===== src/rtl/mips_pkg.sv =====
// Shared definitions for the HI/LO multiply unit: default width, HI/LO select
// encoding and the multiplier state enum.
package mips_pkg;

  localparam int WIDTH = 32;
  localparam int CNT_W = 6;

  localparam logic SEL_LO = 1'b0;
  localparam logic SEL_HI = 1'b1;

  typedef enum logic [1:0] {
    IDLE = 2'd0,
    RUN  = 2'd1,
    FIX  = 2'd2
  } mult_state_e;

endpackage


===== src/rtl/mult_shift_add_core.sv =====
// Radix-2 shift-add magnitude multiplier: one iteration per step, WIDTH steps
// after a load. The accumulator carries one spare bit above the product.
module mult_shift_add_core
  import mips_pkg::*;
#(
  parameter int WIDTH = mips_pkg::WIDTH,
  parameter int CNT_W = mips_pkg::CNT_W
) (
  input  logic               clk,
  input  logic               rst_n,
  input  logic               load_i,
  input  logic               step_i,
  input  logic [WIDTH-1:0]   mcand_i,
  input  logic [WIDTH-1:0]   mplier_i,
  output logic [2*WIDTH-1:0] prod_o,
  output logic               last_o
);

  logic [2*WIDTH:0] acc_q;
  logic [WIDTH-1:0] mcand_q;
  logic [WIDTH-1:0] mplier_q;
  logic [CNT_W-1:0] cnt_q;

  logic [WIDTH-1:0] addend_d;
  logic [WIDTH:0]   sum_d;
  logic [2*WIDTH:0] acc_d;

  always_comb begin
    addend_d = mplier_q[0] ? mcand_q : '0;
    sum_d    = acc_q[2*WIDTH:WIDTH] + {1'b0, addend_d};
    // The add's carry lands in the top of the shifted upper half.
    acc_d    = {1'b0, sum_d, acc_q[WIDTH-1:1]};
  end

  always_ff @(posedge clk) begin
    if (!rst_n) begin
      acc_q    <= '0;
      mcand_q  <= '0;
      mplier_q <= '0;
      cnt_q    <= '0;
    end else if (load_i) begin
      acc_q    <= '0;
      mcand_q  <= mcand_i;
      mplier_q <= mplier_i;
      cnt_q    <= CNT_W'(WIDTH - 1);
    end else if (step_i) begin
      acc_q    <= acc_d;
      mplier_q <= mplier_q >> 1;
      cnt_q    <= cnt_q - 1'b1;
    end
  end

  assign prod_o = acc_q[2*WIDTH-1:0];
  assign last_o = (cnt_q == '0);

endmodule


===== src/rtl/hilo_mult_unit.sv =====
// Iterative 32x32 mult/multu with HI/LO register pair; stalls the pipeline when
// a multiply or HI/LO read is issued while a multiply is still in flight.
module hilo_mult_unit
  import mips_pkg::*;
#(
  parameter int WIDTH = mips_pkg::WIDTH,
  parameter int CNT_W = mips_pkg::CNT_W
) (
  input  logic             clk,
  input  logic             rst_n,
  input  logic             start,
  input  logic             is_signed,
  input  logic [WIDTH-1:0] op_a,
  input  logic [WIDTH-1:0] op_b,
  input  logic             hl_sel,
  input  logic             rd_req,
  output logic [WIDTH-1:0] hilo_out,
  output logic             busy,
  output logic             done,
  output logic             stall
);

  mult_state_e      state_q;
  logic             busy_q;
  logic             done_q;
  logic             neg_q;
  logic [WIDTH-1:0] hi_q;
  logic [WIDTH-1:0] lo_q;

  logic [WIDTH-1:0]   mag_a_d;
  logic [WIDTH-1:0]   mag_b_d;
  logic [2*WIDTH-1:0] prod;
  logic [2*WIDTH-1:0] res_d;
  logic               load;
  logic               step;
  logic               last;

  // Negating -2^(WIDTH-1) wraps back to 2^(WIDTH-1), which is the right magnitude.
  always_comb begin
    mag_a_d = (is_signed && op_a[WIDTH-1]) ? -op_a : op_a;
    mag_b_d = (is_signed && op_b[WIDTH-1]) ? -op_b : op_b;
    res_d   = neg_q ? -prod : prod;
  end

  assign load = (state_q == IDLE) && start;
  assign step = (state_q == RUN);

  mult_shift_add_core #(
    .WIDTH (WIDTH),
    .CNT_W (CNT_W)
  ) u_core (
    .clk      (clk),
    .rst_n    (rst_n),
    .load_i   (load),
    .step_i   (step),
    .mcand_i  (mag_a_d),
    .mplier_i (mag_b_d),
    .prod_o   (prod),
    .last_o   (last)
  );

  always_ff @(posedge clk) begin
    if (!rst_n) begin
      state_q <= IDLE;
      busy_q  <= 1'b0;
      done_q  <= 1'b0;
      neg_q   <= 1'b0;
      hi_q    <= '0;
      lo_q    <= '0;
    end else begin
      done_q <= 1'b0;
      case (state_q)
        IDLE: begin
          if (start) begin
            neg_q   <= is_signed & (op_a[WIDTH-1] ^ op_b[WIDTH-1]);
            busy_q  <= 1'b1;
            state_q <= RUN;
          end
        end
        RUN: begin
          if (last) state_q <= FIX;
        end
        FIX: begin
          {hi_q, lo_q} <= res_d;
          done_q       <= 1'b1;
          busy_q       <= 1'b0;
          state_q      <= IDLE;
        end
        default: state_q <= IDLE;
      endcase
    end
  end

  assign hilo_out = (hl_sel == SEL_HI) ? hi_q : lo_q;
  assign busy     = busy_q;
  assign done     = done_q;
  assign stall    = busy_q & (start | rd_req);

endmodule


===== config.mk =====
export PLATFORM = sky130hd
export DESIGN_NAME = hilo_mult_unit
export DESIGN_NICKNAME = d
export VERILOG_FILES = /design/src/rtl/mips_pkg.sv /design/src/rtl/mult_shift_add_core.sv /design/src/rtl/hilo_mult_unit.sv
export SDC_FILE = /design/constraint.sdc
export NUM_CORES = 1
export LEC_CHECK = 0
export ABC_AREA = 1
export BUFFER_PORTS_ARGS = -buffer_cell sky130_fd_sc_hd__buf_2
export CAP_MARGIN = 10
export CELL_PAD_IN_SITES_DETAIL_PLACEMENT = 1
export CELL_PAD_IN_SITES_GLOBAL_PLACEMENT = 1
export CORE_UTILIZATION = 43
export DETAILED_ROUTE_END_ITERATION = 16
export GPL_ROUTABILITY_DRIVEN = 0
export PLACE_DENSITY = 0.85
export SLEW_MARGIN = 10
export SYNTH_ARGS = -nofsm -noshare
export SYNTH_HDL_FRONTEND = slang
export SYNTH_SLANG_ARGS = --single-unit
export TNS_END_PERCENT = 10

===== constraint.sdc =====
create_clock -name clk -period 2.9 [get_ports clk]
set_input_delay 0.29 -clock clk [delete_from_list [all_inputs] [get_ports clk]]
set_output_delay 0.29 -clock clk [all_outputs]
set_load 0.005 [all_outputs]

---- Word-level counts from Yosys, hierarchy flattened ----
Index checks and enable logic that the tools add are counted.
Widths: inputs -> output; s select.
storage, ports and cells
  register bits after elaboration ......... 203
  input bits .............................. 70
  output and inout port bits .............. 35
cells by class
  $add $sub $neg .......................... 5
  equality and inequality tests ........... 4
  mux-type cells .......................... 15
  bitwise operators ....................... 5
  reductions and logical operators ........ 11
operators with widths
  cell                 number
  $mux 32              6
  $mux 64              1
  $neg 32->32          2
  $neg 64->64          1
  $add 32x32->33       1
  $mux 5               2
  $logic_not 6->1      1
  $reduce_and 2->1     3
  $sub 6x1->6 const B  1
  $mux 2               2
  $pmux 2 s2           1
  $reduce_bool 2->1    2
  $logic_and 1x1->1    3
  $and 1x1->1          2
  $eq 2x1->1 const B   1
  $eq 2x2->1 const B   1
  $logic_not 2->1      1
  $mux 1               2
  $ne 2x1->1 const B   1
  $ne 2x2->1 const B   1
  $pmux 1 s2           1
  $reduce_or 2->1      1
  $not 1->1            1
  $or 1x1->1           1
  $xor 1x1->1          1

---- Depth between registers and ports, before layout ----
Gate-level depths: netlist of the first run.
  word-level depth ........................ 3
  depth in mapped cells ................... 18

---- Modules after synthesis ----
A second synthesis of the first run with hierarchy kept.
second synthesis, totals
  cell total of the unflattened synthesis .. 2,382
  area, all modules ....................... 14,261.2 µm²
by module, submodules not included
  module               times used  cells each  area an instance (µm²)  seq. area each (µm²)
  mult_shift_add_core  1           1,213       7,672.4                 2,682.6
  hilo_mult_unit       1           1,169       6,588.8                 1,381.3

---- Least setup slack after synthesis of the first run ----
No wires, ideal clock.
  kind .................................... register to register
  start ................................... register u_core.mplier_q[0]
  end ..................................... register u_core.acc_q[51]
  library setup time ...................... 0.109 ns
  arrival ................................. 2.085 ns
  path slack .............................. 0.706 ns
  cell stages (with the launch flop) ...... 19
  buffers on the path ..................... 2
  clock period less this slack ............ 2.194 ns
  path through ............................ dfxtp_1 > clkbuf_1 > clkbuf_1 > nand2_1 > inv_1 > ha_1 > fa_1 > nand3_1 > nand2_1 > nand2_1 > nand2_1 > nand2_1 > nand2_1 > nand3_1 > nand2_1 > nand2_1 > nand3_1 > nand2_1 > inv_1
between the ends
  longest elaborated chain between the ends .. 2
ends and longest elaborated chain
  what                      line                       source
  start: declaration        mult_shift_add_core.sv:21  logic [WIDTH-1:0] mplier_q;
  start signal: assignment  mult_shift_add_core.sv:44  mplier_q <= mplier_i;
  start signal: assignment  mult_shift_add_core.sv:48  mplier_q <= mplier_q >> 1;
  $mux 32                   mult_shift_add_core.sv:29  addend_d = mplier_q[0] ? mcand_q : '0;
  $add 32x32->33            mult_shift_add_core.sv:30  sum_d = acc_q[2*WIDTH:WIDTH] + {1'b0, addend_d};
  end signal: assignment    mult_shift_add_core.sv:37  acc_q <= '0;
  end signal: assignment    mult_shift_add_core.sv:42  acc_q <= '0;
  end signal: assignment    mult_shift_add_core.sv:47  acc_q <= acc_d;
  end: declaration          mult_shift_add_core.sv:19  logic [2*WIDTH:0] acc_q;
Every way passes these cells.
A chain may end at the register's enable or synchronous reset.

---- Worst setup path after layout of the first run ----
  start ................................... register u_core.mplier_q[0]
  end ..................................... register u_core.acc_q[59]
The elaborated chain is that of the path after synthesis.

==> flow_metrics.env, run 1 <==
export IMPL_outcome="completed"
export IMPL_p_leak_nw=7.708
export IMPL_criticalPathCategory="flip-flop to flip-flop"
export IMPL_netSwitchingPower_mw=2.738
export IMPL_area_delta_synth_final_pct=11.71
export IMPL_final_period_minus_worst_setup_slack_ps=2420
export IMPL_main_combinational_cell_family_by_area_after_synthesis="simple AND/OR/NAND/NOR gates"
export IMPL_synth_edff_count=0
export IMPL_critical_path_top_cell_by_count="nand2_1"
export IMPL_row_count=65
export IMPL_final_min_period_over_clock_period_pct=83.45
export IMPL_synth_largest_area_cell="dfxtp_1"
export IMPL_critical_path_top_delay_family="simple AND/OR/NAND/NOR gates"
export IMPL_grt_antenna_before_repair=0
export IMPL_buffer_ports_inserted=104
export IMPL_cap_violations=0
export IMPL_clock_skew_ps=19.09
export IMPL_synthXorXnorAreaFrac_pct=3.582
export IMPL_detail_route_wl_per_cell_um=17.52
export IMPL_cell_count_of_the_worst_hold_path=3
export IMPL_die_area_mm2=0.03314
export IMPL_power_density_mw_per_mm2=519.4
export IMPL_hold_violations=0
export IMPL_critPathArrivalTime_ps=2860
export IMPL_cts_made_buffers=25
export IMPL_die_h_um=182.0
export IMPL_drc=0
export IMPL_clock_fmax_ghz=0.4132
export IMPL_drive_gt1_share_pct=9.796
export IMPL_totalNegativeSetupSlack_ps=0
export IMPL_cts_root_buf="clkbuf_16"
export IMPL_report_final_setup_viol=0
export IMPL_rsz0062_at_grt="false"
export IMPL_syn_area_mm2=0.01394
export IMPL_synth_seq_area_share_pct=29.16
export IMPL_top_level_ports=105
export IMPL_tightestPinTransition_ps=819.2
export IMPL_synthMuxAreaShare_pct=0.08079
export IMPL_chipWidth_um=182.0
export IMPL_critPathLaunchType="flip-flop"
export IMPL_synthArstFlopShare_pct=0
export IMPL_grt_first_pass_wirelength_mm=80.82
export IMPL_maximum_number_of_pins_on_one_net_before_global_route_repair=78
export IMPL_coreArea_mm2=0.03172
export IMPL_synth_net_count=2424
export IMPL_maxSlewViolCount=0
export IMPL_required_worst_endpoint_ps=3330
export IMPL_p_seq_share_pct=38.9
export IMPL_gr_total_overflow=0
export IMPL_fillers=4478
export IMPL_worst_path_max_fanout=32
export IMPL_setup_worst_path_end_class="flip-flop"
export IMPL_hp_class="input pin to flip-flop"
export IMPL_clkTransAtPathRegs_ps=60
export IMPL_synth_warnings=0
export IMPL_synthAdderAreaFrac_pct=3.375
export IMPL_clock_latency_ps=540
export IMPL_share_comb_of_total_power_pct=22.8
export IMPL_net_total_in_the_final_layout=2489
export IMPL_cp_num_cells=16
export IMPL_max_clock_path_buffers=3
export IMPL_switching_share_pct=33.86
export IMPL_cts_tree="done"
export IMPL_grt_overall_usage_pct=30.03
export IMPL_slowest_stage="dfxtp_1"
export IMPL_dpl_hpwl_mm=37.97
export IMPL_netlist_top_cells_area="dfxtp_1 29%, nand2_1 20%, inv_1 8.0%, nor2_1 6.0%, a21oi_1 5.9%"
export IMPL_worstPathCellList="buf_4 -> nand2_1 -> inv_1 -> ha_1 -> nand2_1 -> inv_1 -> a21oi_1 -> nand2_1 -> nand2_1 -> nand2_1 -> nand2_1 -> nand2_1 -> nand2_1 -> nand3_1 -> nand2_1 -> inv_1"
export IMPL_p_clk_share_pct=38.3
export IMPL_critical_path_n_buffers_inverters=4
export IMPL_num_vias=15290
export IMPL_floorplan_initialDensity_pct=43.94
export IMPL_synth_main_ff_cell="dfxtp_1"
export IMPL_worst_r2r_cell_count=16
export IMPL_synth_compound_gate_area_share_pct=14.55
export IMPL_number_of_unique_standard_cell_types_used_by_synthesis=53
export IMPL_detail_route_wirelength_mm=49.08
export IMPL_peakVddDrop_v=0.0004116
export IMPL_ant_nets=0
export IMPL_via_per_inst=5.459
export IMPL_worst_path_largest_cell_delay_ps=330
export IMPL_synth_simple_area_share_pct=38.44
export IMPL_number_of_synthesized_register_bits=203
export IMPL_pre_antenna_drt_iters=4
export IMPL_n_antenna_cell=0
export IMPL_synth_top_area_share_pct=29.16
export IMPL_hold_ws_ps=82.12
export IMPL_first_global_vias=15680
export IMPL_slew_headroom_pct=45.33
export IMPL_clock_sinks=203
export IMPL_syn_area_per_cell_um2=6.016
export IMPL_p_int_mw=5.349
export IMPL_drt_initial_drc_count=852
export IMPL_number_of_buffers_inserted_for_hold_repair_after_clock_tree_synthesis=0
export IMPL_syn_inst=2317
export IMPL_post_cts_setup_buffers=0
export IMPL_cts_htree_levels=1
export IMPL_cts_repair_resize_count=0
routing by layer:
metal	part of all wire [%]	track usage, %	up-vias
li1	-	-	7513
met4	3.4	10.22	0
met3	4.4	3.289	104
met5	0	0	-
met1	45	38.86	7317
met2	47	51.69	358
final cells by class:
class,count,area [µm²],area share (%)
clock buffers,33,715.7,4.597
repair buffers,120,653.1,4.195
clock inverters,11,96.34,0.6188
flip-flops and latches,203,4065,26.11
multi-input cells,1723,8377,53.80
inverters,309,1160,7.449
well taps,402,503.0,3.230
power groups by stage:
| stage | registers, mW | clock network (mW) | logic, mW |
|---|---|---|---|
| finish | 3.15 | 3.10 | 1.84 |
| global route | 3.16 | 3.25 | 2.07 |
| global placement | 3.19 | 0 | 1.75 |
| detailed placement | 3.20 | 0 | 1.82 |
| CTS | 3.14 | 3.13 | 1.83 |
| floorplan | 3.12 | 0 | 1.30 |
final timing paths:
| check | endpoint | slack, ps | start |
|---|---|---|---|
| max | u_core.acc_q[59]$_SDFFE_PP0P_ | 480 | u_core.mplier_q[0]$_SDFFE_PN0P_ |
| max reg2reg | u_core.acc_q[59]$_SDFFE_PP0P_ | 480 | u_core.mplier_q[0]$_SDFFE_PN0P_ |
| min | u_core.mcand_q[19]$_SDFFE_PN0P_ | 80 | op_a[19] |
| min reg2reg | hi_q[23]$_SDFFE_PN0P_ | 450 | hi_q[23]$_SDFFE_PN0P_ |
stage by stage:
step	cells	utilization, %	setup WS [ps]	area (µm²)	total power, mW
finish	2801	49.09	479.9	15570	8.086
CTS	2801	49.09	478.5	15570	8.100
global route	2801	49.09	259.5	15570	8.486
floorplan	2317	-	705.9	13940	4.414
detailed placement	2757	46.53	496.1	14760	5.014
global placement	2757	46.53	573.6	14760	4.934
sequential cells by signal, summed over array words and instances, names as in the netlist:
signal,count
u_core.acc_q,64
hi_q,32
lo_q,32
u_core.mcand_q,32
u_core.mplier_q,32
u_core.cnt_q,6
state_q,2
busy,1
done,1
neg_q,1
cells in the mapped netlist, drive strengths merged (2+ instances only):
master	count
nand2	754
inv	308
nor2	247
dfxtp	203
nand3	167
a21oi	164
o21ai	164
clkbuf	50
xor2	46
ha	36
nand4	34
buf	32
nor3	25
o22ai	25
xnor2	11
or2	8
nand3b	7
o21bai	6
o31ai	4
and2	3
nor4	3
o211ai	3
a31oi	2
a32o	2
and3	2
worst reg2reg max path, stage by stage, from the launching register on:
cell and delay [ps]:
dfxtp_1 330, buf_4 300, nand2_1 90, inv_1 80, ha_1 280, nand2_1 150
inv_1 70, a21oi_1 150, nand2_1 170, nand2_1 100, nand2_1 120, nand2_1 150
nand2_1 80, nand2_1 70, nand3_1 80, nand2_1 90, inv_1 40
cells in the final DEF (no fill, tap or decap), types with 11 or more instances in the layout:
cell type / instances
nand3_1: 157
nor3_1: 24
o21ai_0: 120
a21oi_1: 163
buf_2: 104
o22ai_1: 25
xnor2_1: 11
clkbuf_16: 25
nor2_4: 11
xor2_1: 46
nor2_1: 221
buf_4: 15
inv_2: 12
dfxtp_1: 202
nand4_1: 34
inv_1: 296
nand2_1: 742
ha_1: 36
o21ai_1: 40
nor2_2: 13
logic make-up (layout without fill, tap and decap cells):
group / Yosys count / in the layout
AOI/OAI and AO/OA: 376 / 376
muxes: 1 / 1
adders and majority gates: 37 / 37
xor gates and xnor gates: 57 / 57
and+or+nand+nor: 1252 / 1252
DFF: 203 / 203
buffers and inverters: 391 / 473
Power figures use the tool's default switching activity.
==> run 2, diff against run 1 <==
--- a/config.mk
+++ b/config.mk
@@ -5,12 +5,12 @@
 export SDC_FILE = /design/constraint.sdc
 export NUM_CORES = 1
 export LEC_CHECK = 0
-export ABC_AREA = 1
+export ABC_AREA = 0
 export BUFFER_PORTS_ARGS = -buffer_cell sky130_fd_sc_hd__buf_2
 export CAP_MARGIN = 10
 export CELL_PAD_IN_SITES_DETAIL_PLACEMENT = 1
 export CELL_PAD_IN_SITES_GLOBAL_PLACEMENT = 1
-export CORE_UTILIZATION = 43
+export CORE_UTILIZATION = 45
 export DETAILED_ROUTE_END_ITERATION = 16
 export GPL_ROUTABILITY_DRIVEN = 0
 export PLACE_DENSITY = 0.85
==> constraint.sdc (replaced) <==
create_clock -name clk -period 2.46 [get_ports clk]
set_input_delay 0.246 -clock clk [delete_from_list [all_inputs] [get_ports clk]]
set_output_delay 0.246 -clock clk [all_outputs]
set_load 0.005 [all_outputs]
==> run 2 against run 1 <==
  * The flow now finishes with violations (negative hold slack, negative setup slack)
  * Global-route usage rose by 8.3 points
  * Non-clock buffer count rose by 214
  * Clock-buffer cell count rose by 1
  * Hold slack got worse by 91 ps
  * Die area fell by 18%
  * Critical path depth fell by 7
  * Critical path type unchanged
==> flow_metrics.env, run 2 <==
export IMPL_placed_area_mm2=0.01425
export IMPL_clkTransAtPathRegs_ps=80
export IMPL_largest_register="u_core.acc_q"
export IMPL_required_worst_endpoint_ps=2880
export IMPL_clock_sinks=203
export IMPL_final_period_minus_worst_setup_slack_ps=3246
export IMPL_critPathArrivalTime_ps=3670
export IMPL_fillers=3120
export IMPL_floorplan_initialDensity_pct=45.78
export IMPL_final_cell_area_mm2=0.01608
export IMPL_die_area_mm2=0.02716
export IMPL_pre_antenna_drt_iters=8
export IMPL_num_vias=14530
export IMPL_grt_overall_usage_pct=38.30
export IMPL_top_level_ports=105
export IMPL_synth_largest_area_cell="dfxtp_1"
export IMPL_totalNegativeSetupSlack_ps=-21390
export IMPL_area_delta_synth_final_pct=34.77
export IMPL_power_total_mw=8.672
export IMPL_drc=0
export IMPL_gr_total_overflow=0
export IMPL_outcome="finished, violations left"
export IMPL_netlist_top_cells_area="dfxtp_1 34%, nand2_1 8.5%, xor2_1 7.0%, a21oi_1 5.0%, o21ai_0 4.6%"
export IMPL_synthArstFlopShare_pct=0
export IMPL_syn_area_mm2=0.01193
export IMPL_grt_antenna_before_repair=2
export IMPL_setup_ws_ps=-786.3
export IMPL_yosysMostFrequentCell="nand2_1"
export IMPL_first_global_vias=14490
export IMPL_chipWidth_um=164.8
export IMPL_number_of_synthesized_register_bits=203
export IMPL_detail_route_wirelength_mm=60.67
export IMPL_synth_warnings=0
export IMPL_synth_seq_area_share_pct=34.07
export IMPL_peakVddDrop_v=0.0007989
export IMPL_synth_main_ff_cell="dfxtp_1"
export IMPL_hold_violations=2
export IMPL_coreArea_mm2=0.02606
export IMPL_synth_net_count=1636
export IMPL_synth_edff_count=0
export IMPL_syn_area_per_cell_um2=7.802
export IMPL_tightestPinTransition_ps=846.6
export IMPL_cap_violations=0
export IMPL_drive_gt1_share_pct=31.43
export IMPL_buffer_ports_inserted=104
export IMPL_final_min_period_over_clock_period_pct=132.0
export IMPL_clock_skew_ps=31.88
export IMPL_cts_htree_levels=1
export IMPL_max_clock_path_buffers=3
export IMPL_net_total_in_the_final_layout=1899
export IMPL_setup_worst_path_end_class="flip-flop"
export IMPL_criticalPathCategory="flip-flop to flip-flop"
export IMPL_ant_nets=0
export IMPL_p_leak_nw=6.621
export IMPL_power_density_mw_per_mm2=539.4
export IMPL_violations="negative hold slack, negative setup slack"
export IMPL_hp_class="input pin to flip-flop"
export IMPL_dpl_hpwl_mm=30.74
export IMPL_drt_initial_drc_count=1548
export IMPL_layout_commonest_cell="nand2_1"
export IMPL_mostFrequentLayoutCells="263 x nand2_1, 218 x buf_4, 196 x dfxtp_1, 104 x buf_2, 103 x a21oi_1"
export IMPL_rsz0062_at_grt="true"
export IMPL_synth_cells_most_frequent="270 x nand2_1, 203 x dfxtp_1, 118 x a21oi_1"
export IMPL_slew_headroom_pct=43.56
export IMPL_synth_top_area_share_pct=34.07
export IMPL_cts_made_buffers=23
export IMPL_row_count=59
export IMPL_clock_fmax_ghz=0.3080
export IMPL_syn_inst=1529
export IMPL_critPathLaunchType="flip-flop"
export IMPL_detail_route_wl_per_cell_um=28.31
export IMPL_cts_tree="done"
export IMPL_grt_first_pass_wirelength_mm=80.69
export IMPL_number_of_unique_standard_cell_types_used_by_synthesis=63
export IMPL_worst_path_max_fanout=3
export IMPL_post_route_util_pct=61.69
export IMPL_clock_latency_ps=600
export IMPL_maximum_number_of_pins_on_one_net_before_global_route_repair=66
export IMPL_report_final_setup_viol=68
export IMPL_via_per_inst=6.782
export IMPL_cts_root_buf="clkbuf_16"
export IMPL_hold_ws_ps=-8.724
export IMPL_die_h_um=164.8
export IMPL_largest_register_ff_count=64
export IMPL_maxSlewViolCount=0
run 2: cell types whose count changed in the layout (fill, tap and decap cells not counted), moves of 31 or more:
cell / delta
nor2_1: -126
a21oi_1: -60
xor2_1: +42
inv_1: -280
nand3_1: -135
o21ai_0: -35
nand2_1: -479
mux2_2: +31
buf_4: +203
run 2: metrics by stage:
stage | std cells | setup WS, ps
after detailed placement | 2089 | -468.8
after CTS | 2135 | -411.3
after global routing | 2142 | -892.0
after global placement | 2089 | -332.7
after floorplan | 1529 | -327.5
final | 2143 | -786.3
run 2: where the power goes:
part           switching, mW  internal, mW  total [mW]  leakage (nW)
registers              0.128          3.42        3.55          1.65
clock network           1.63          2.10        3.73         0.369
logic                  0.914         0.477        1.39          4.60
total                   2.67          6.00        8.67          6.62
run 2: worst paths after layout:
kind                                                    from                                to  slack [ps]  depth (start not counted)
worst max register to register  u_core.acc_q[0]$_SDFFE_PP0P_             hi_q[24]$_SDFFE_PN0P_        -790                          9
worst min register to register         hi_q[25]$_SDFFE_PN0P_             hi_q[25]$_SDFFE_PN0P_         460                          2
worst max-delay path            u_core.acc_q[0]$_SDFFE_PP0P_             hi_q[24]$_SDFFE_PN0P_        -790                          9
worst min-delay path                                op_b[22]  u_core.mplier_q[22]$_SDFFE_PN0P_          -9                          4
run 2: kinds of logic after synthesis:
logic type | Yosys count | synth area share, %
adder cells (fa/ha/maj) | 37 | 3.944
flip-flops | 203 | 34.07
XOR/XNOR | 139 | 10.21
buffers and inverters | 115 | 3.650
multiplexers | 39 | 3.608
AO/OA/AOI/OAI | 430 | 22.31
AND/OR/NAND/NOR | 566 | 22.22
run 2: cell type report:
class,instances,area [µm²],share of cell area [%]
Sequential cell,203,4073,25.33
Antenna cell,1,2.502,0.01557
Clock inverter,6,100.1,0.6226
Clock buffer,34,666.9,4.148
Timing Repair Buffer,334,2325,14.46
Tap cell,335,419.2,2.607
Inverter,19,71.32,0.4436
Multi-Input combinational cell,1211,8419,52.37
run 2: per-layer routing:
layer	GRT usage, %	routed length (µm)	vias to the layer above
met5	0	9	-
met4	23.94	5053	2
met3	7.911	5689	461
met2	67.49	28500	1146
met1	41.85	21410	6972
li1	-	-	5952
run 2: what timing repair did:
item | CTS | global route
endpoints found under the setup margin | 68 | 73
hold buffers | 2 | 0
endpoints found under the hold margin | 2 | 0
pin swaps | 40 | 28
resized for setup | 116 | 79
buffers inserted | 5 | 7
run 2: worst max-delay path, stage by stage (launching register included):
cell	delay, ps
dfxtp_2	340
inv_2	110
ha_4	160
or3b_4	390
or4_4	520
nand4b_1	300
or3_1	550
o31ai_2	340
xor2_1	250
o21ai_1	100
